==> src/rtl/seq_cmp_pkg.sv <==
// Shared types and constants for the sequential word comparator.
//   state_t : controller states (IDLE, RUN, DONE)
//   SLICE_W : bits compared per clock by the shared equality slice
package seq_cmp_pkg;

  typedef enum logic [1:0] {
    IDLE = 2'd0,
    RUN  = 2'd1,
    DONE = 2'd2
  } state_t;

  localparam int SLICE_W = 2;

endpackage : seq_cmp_pkg

==> src/rtl/seq_word_comparator_eq2_slice.sv <==
// Purely combinational 2-bit equality slice, time-shared by the controller.
//   x, y : the two slices to compare
//   eq   : 1 when x == y
module eq2_slice
  import seq_cmp_pkg::*;
(
  input  logic [SLICE_W-1:0] x,
  input  logic [SLICE_W-1:0] y,
  output logic               eq
);

  assign eq = &(x ~^ y);

endmodule : eq2_slice

==> src/rtl/seq_word_comparator.sv <==
// Sequential equality checker: compares two WIDTH-bit words one 2-bit slice
// per clock (LSB slice first) through a single shared eq2_slice.
//   clk, rst_n   : clock and asynchronous active-low reset
//   start        : request, sampled only while idle; a and b captured then
//   a, b         : operands
//   busy         : high while slices are being compared
//   done         : one-cycle pulse when the result is updated
//   equal        : 1 when the words matched
//   mismatch_idx : lowest mismatching slice (0 when equal)
module seq_word_comparator
  import seq_cmp_pkg::*;
#(
  parameter int  WIDTH      = 8,
  parameter bit  EARLY_EXIT = 1'b1,
  localparam int NS         = WIDTH / SLICE_W,
  localparam int IW         = (NS > 1) ? $clog2(NS) : 1
) (
  input  logic             clk,
  input  logic             rst_n,
  input  logic             start,
  input  logic [WIDTH-1:0] a,
  input  logic [WIDTH-1:0] b,
  output logic             busy,
  output logic             done,
  output logic             equal,
  output logic [IW-1:0]    mismatch_idx
);

  if ((WIDTH < 2) || ((WIDTH % 2) != 0)) begin : g_bad_width
    $fatal(1, "seq_word_comparator: WIDTH must be even and >= 2");
  end

  state_t             state, state_n;
  logic [WIDTH-1:0]   a_q, b_q;
  logic [IW-1:0]      idx, idx_n;
  logic [IW-1:0]      first_q, first_n;   // first mismatch seen during a full scan
  logic               sticky, sticky_n;
  logic               equal_n;
  logic [IW-1:0]      midx_n;
  logic               load;
  logic               last;
  logic               slice_eq;

  eq2_slice u_slice (
    .x  (a_q[SLICE_W*idx +: SLICE_W]),
    .y  (b_q[SLICE_W*idx +: SLICE_W]),
    .eq (slice_eq)
  );

  assign busy = (state == RUN);
  assign done = (state == DONE);

  // NOTE: every signal written here gets a default first, so no path can
  // leave one unassigned and infer a latch.
  always_comb begin
    state_n  = state;
    idx_n    = idx;
    first_n  = first_q;
    sticky_n = sticky;
    equal_n  = equal;
    midx_n   = mismatch_idx;
    load     = 1'b0;
    last     = (idx == IW'(NS - 1));
    unique case (state)
      IDLE: begin
        if (start) begin
          load     = 1'b1;
          idx_n    = '0;
          sticky_n = 1'b0;
          state_n  = RUN;
        end
      end
      RUN: begin
        if (!slice_eq && EARLY_EXIT) begin
          equal_n = 1'b0;
          midx_n  = idx;
          state_n = DONE;
        end else begin
          if (!slice_eq && !sticky) begin
            first_n  = idx;
            sticky_n = 1'b1;
          end
          if (last) begin
            equal_n = !(sticky || !slice_eq);
            // Lowest mismatch wins; the current slice only counts if none
            // was recorded earlier. Equal results report index 0.
            if (sticky)        midx_n = first_q;
            else if (slice_eq) midx_n = '0;
            else               midx_n = idx;
            state_n = DONE;
          end else begin
            idx_n = idx + 1'b1;
          end
        end
      end
      DONE:    state_n = IDLE;
      default: state_n = IDLE;
    endcase
  end

  // NOTE: state updates use non-blocking assignments so every register
  // samples the pre-edge values regardless of statement order.
  // NOTE: the operand registers are plain flops, so they are reset along
  // with everything else to give a fully defined post-reset state.
  always_ff @(posedge clk or negedge rst_n) begin
    if (!rst_n) begin
      state        <= IDLE;
      a_q          <= '0;
      b_q          <= '0;
      idx          <= '0;
      first_q      <= '0;
      sticky       <= 1'b0;
      equal        <= 1'b0;
      mismatch_idx <= '0;
    end else begin
      state        <= state_n;
      idx          <= idx_n;
      first_q      <= first_n;
      sticky       <= sticky_n;
      equal        <= equal_n;
      mismatch_idx <= midx_n;
      if (load) begin
        a_q <= a;
        b_q <= b;
      end
    end
  end

endmodule : seq_word_comparator

==> config.mk <==
export PLATFORM = sky130hd
export DESIGN_NAME = seq_word_comparator
export DESIGN_NICKNAME = d
export VERILOG_FILES = /design/src/rtl/seq_cmp_pkg.sv /design/src/rtl/seq_word_comparator_eq2_slice.sv /design/src/rtl/seq_word_comparator.sv
export SDC_FILE = /design/constraint.sdc
export NUM_CORES = 1
export LEC_CHECK = 0
export CAP_MARGIN = 40
export CORE_ASPECT_RATIO = 1.4
export CORE_UTILIZATION = 48
export CTS_CLUSTER_SIZE = 30
export DETAILED_ROUTE_END_ITERATION = 8
export HOLD_SLACK_MARGIN = 0.15
export PLACE_DENSITY_LB_ADDON = 0.1
export RECOVER_POWER = 25
export SYNTH_ARGS = -nofsm -noshare
export SYNTH_HDL_FRONTEND = slang
export SYNTH_SLANG_ARGS = --single-unit
==> constraint.sdc <==
create_clock -name clk -period 2 [get_ports clk]
set_input_delay 0.4 -clock clk [delete_from_list [all_inputs] [get_ports clk]]
set_output_delay 0.4 -clock clk [all_outputs]
set_load 0.01 [all_outputs]
==> flow_summary.json <==
{
  "run_status": "finished, violations left",
  "violations": "DRC",
  "reg2reg_from": "a_q[1]",
  "grt_max_degree": 27,
  "place_hpwl_um": 1350,
  "cts.path.max_buffers": 2,
  "min_from": "first_q[0]",
  "synthMostInstantiatedCell": "dfrtp_1",
  "drtIter0Drc": 13,
  "worstPathArrival_ps": 2120,
  "yosys.area.top_type_share_pct": 56.1,
  "gp_congestion": 0.827,
  "relSlewSlack_pct": 11.7,
  "hold_slack_ps": 394,
  "overflow": 0,
  "required_ps": 2230,
  "drc": 9,
  "wl_per_cell_um": 13.3,
  "ys.flop_type": "dfrtp_1",
  "grt_pass1_wl_um": 3280,
  "ys_types": 29,
  "synth_edf_count": 0,
  "grt_antenna_before_repair": 0,
  "ctsHtreeMaxLevel": 1,
  "postRouteAntennaNets": 0,
  "p_per_area_nw_per_um2": 1430,
  "p_leak_nw": 0.655,
  "cts_tree": "yes",
  "yosysSeqAreaShare_pct": 56.1,
  "numCtsBuffers": 3,
  "drive_gt1_share_pct": 24.6,
  "netlist_instances": 89,
  "rows": 20,
  "avgViaCountPerCell": 5.49,
  "r2r-end": "idx[1]",
  "io_buffers": 23,
  "area_growth_pct": 27.4,
  "crit_type": "reg -> reg",
  "maxSlewViolCount": 0,
  "chipHeight_um": 60.2,
  "critPathMaxFanout": 4,
  "synth_common_cells": "26 x dfrtp_1, 16 x mux2_2",
  "fp.dieW_um": 43.5,
  "cts_sinks": 26,
  "syn_nets": 109,
  "startpoint_type": "flip-flop",
  "ioPinCount": 24,
  "nets": 135,
  "grt_pass1_vias": 776,
  "setup_tns_ps": 0,
  "antenna_cells": 0,
  "worst_setup_path_end_kind": "flip-flop",
  "cts.clk_slew.worst_paths_ps": 130,
  "synth_top_area_cell": "dfrtp_1",
  "synth_area_um2": 1160,
  "r2r_cells": 5,
  "synth_seq_cells": 26,
  "postSynthAreaPerCell_um2": 13.0,
  "fin_crit_ps": 1880,
  "wl_um": 1810,
  "rsz0062_at_grt": "false",
  "worstMarginPinSlew_ps": 1320,
  "setup_violations": 0,
  "initial_utilization_pct": 52.1,
  "clock_latency_ps": 330,
  "clock-skew-final_ps": 0.919,
  "max_freq_mhz": 531,
  "ys_warn_count": 0,
  "holdPathEnd": "first_q[0]",
  "die-area_um2": 2620,
  "fin_crit_sh_pct": 94.2,
  "vias": 747,
  "synth.area.top_cells": "dfrtp_1 56%, mux2_2 16%, xnor2_1 3.0%",
  "drt_pass1_iterations": 6,
  "core_um2": 2230,
  "root_buffer": "clkbuf_4",
  "hold_class": "reg -> reg",
  "r2r_slack_ps": 120,
  "hold_depth": 0,
  "finalHoldViolCount": 0,
  "track_usage_pct": 17.4,
  "maxCapViolCount": 0,
  "irDropWorstVdd_mv": 0.867,
  "synthArstFlopShare_pct": 100
}
## layer usage
metal / wire length (um) / global-route usage (%)
met1: 779 / 19.4
met2: 901 / 29.6
met3: 77 / 3.93
met4: 48 / 10.7
met5: 0 / 0
## power breakdown
group | internal [mW] | switching (mW)
clock | 0.112 | 0.157
combinational | 0.549 | 0.393
sequential | 0.742 | 0.163
total | 1.40 | 0.714
## placed cells by master (no fill, tap or decap)
master,instances
xnor2_1,4
nand2b_4,1
and3_1,1
clkbuf_8,1
o21ai_0,1
clkbuf_4,3
clkbuf_1,1
buf_12,1
o31ai_4,1
clkdlybuf4s50_1,21
nand2b_1,1
nor3b_2,1
dlymetal6s2s_1,1
dfrtp_1,26
a21oi_1,1
nand3_1,1
inv_1,4
a211o_1,1
nand2_1,4
nor2_2,1
nor2_1,2
xor2_1,4
a2bb2oi_1,1
mux2_4,1
dlygate4sd3_1,1
mux2i_1,1
a22oi_1,1
or2b_1,1
or4_4,1
o22ai_1,2
mux2_2,16
nor2b_1,2
ha_1,1
o31a_2,1
o211ai_1,2
nand4_1,1
## how the worst max path moves through the flow
stage | startpoint | end | slack (ps) | cells after the start
floorplan | a_q[1] | idx[1] | 190 | 5
global placement | a_q[1] | idx[1] | 170 | 5
detailed placement | a_q[1] | idx[1] | 130 | 5
CTS | state[1] | busy | 20 | 3
global route | a_q[1] | idx[1] | 50 | 5
finish | a_q[1] | idx[1] | 120 | 5
## area by class of cell
| class | count | area (um^2) |
|---|---|---|
| well taps | 22 | 27.5 |
| clock buffers | 4 | 36.3 |
| repair buffers | 25 | 256 |
| inverters | 4 | 15.0 |
| flip-flops and latches | 26 | 651 |
| fillers | 177 | 749 |
| multi-input cells | 55 | 492 |
## critical path, cell delays in order, from the launching register on
cell     delay (ps)
dfrtp_1         410
xor2_1          190
o31ai_4         270
nor2_2          100
or4_4           520
mux2_4          310
## metrics by stage
stage	total power, mW	util, %	cells	instance area, um^2	setup WS (ps)
6_report	2.12	66.3	136	1480	117
3_3_place_gp	1.83	64.4	132	1440	170
4_1_cts	2.14	66.4	136	1480	22.4
5_1_grt	2.26	66.3	136	1480	50.5
3_5_place_dp	1.86	64.4	132	1440	130
2_1_floorplan	1.58	-	89	1160	193
## registers in the layout, summed over array words and instances (netlist names)
register / cells
a_q: 8
first_q: 2
sticky: 1
b_q: 8
mismatch_idx: 2
equal: 1
state: 2
idx: 2
## logic make-up (layout without fill, tap and decap cells)
logic type                 after synthesis  in the layout  synth area share (%)
xor gates and xnor gates                 8              8                  6.04
muxes                                   18             18                  17.7
and+or+nand+nor                         17             17                  8.41
DFF                                     26             26                  56.1
buffers and inverters                    8             33                  2.59
adders and majority gates                1              1                  1.08
AOI/OAI and AO/OA                       11             11                  8.09
## timing repair
item	in CTS	in global routing
pin swaps	0	0
setup endpoints to repair	1	1
gates resized for setup	1	1
hold buffers	0	0
buffers inserted	0	0
(Power assumes the default switching activity.)
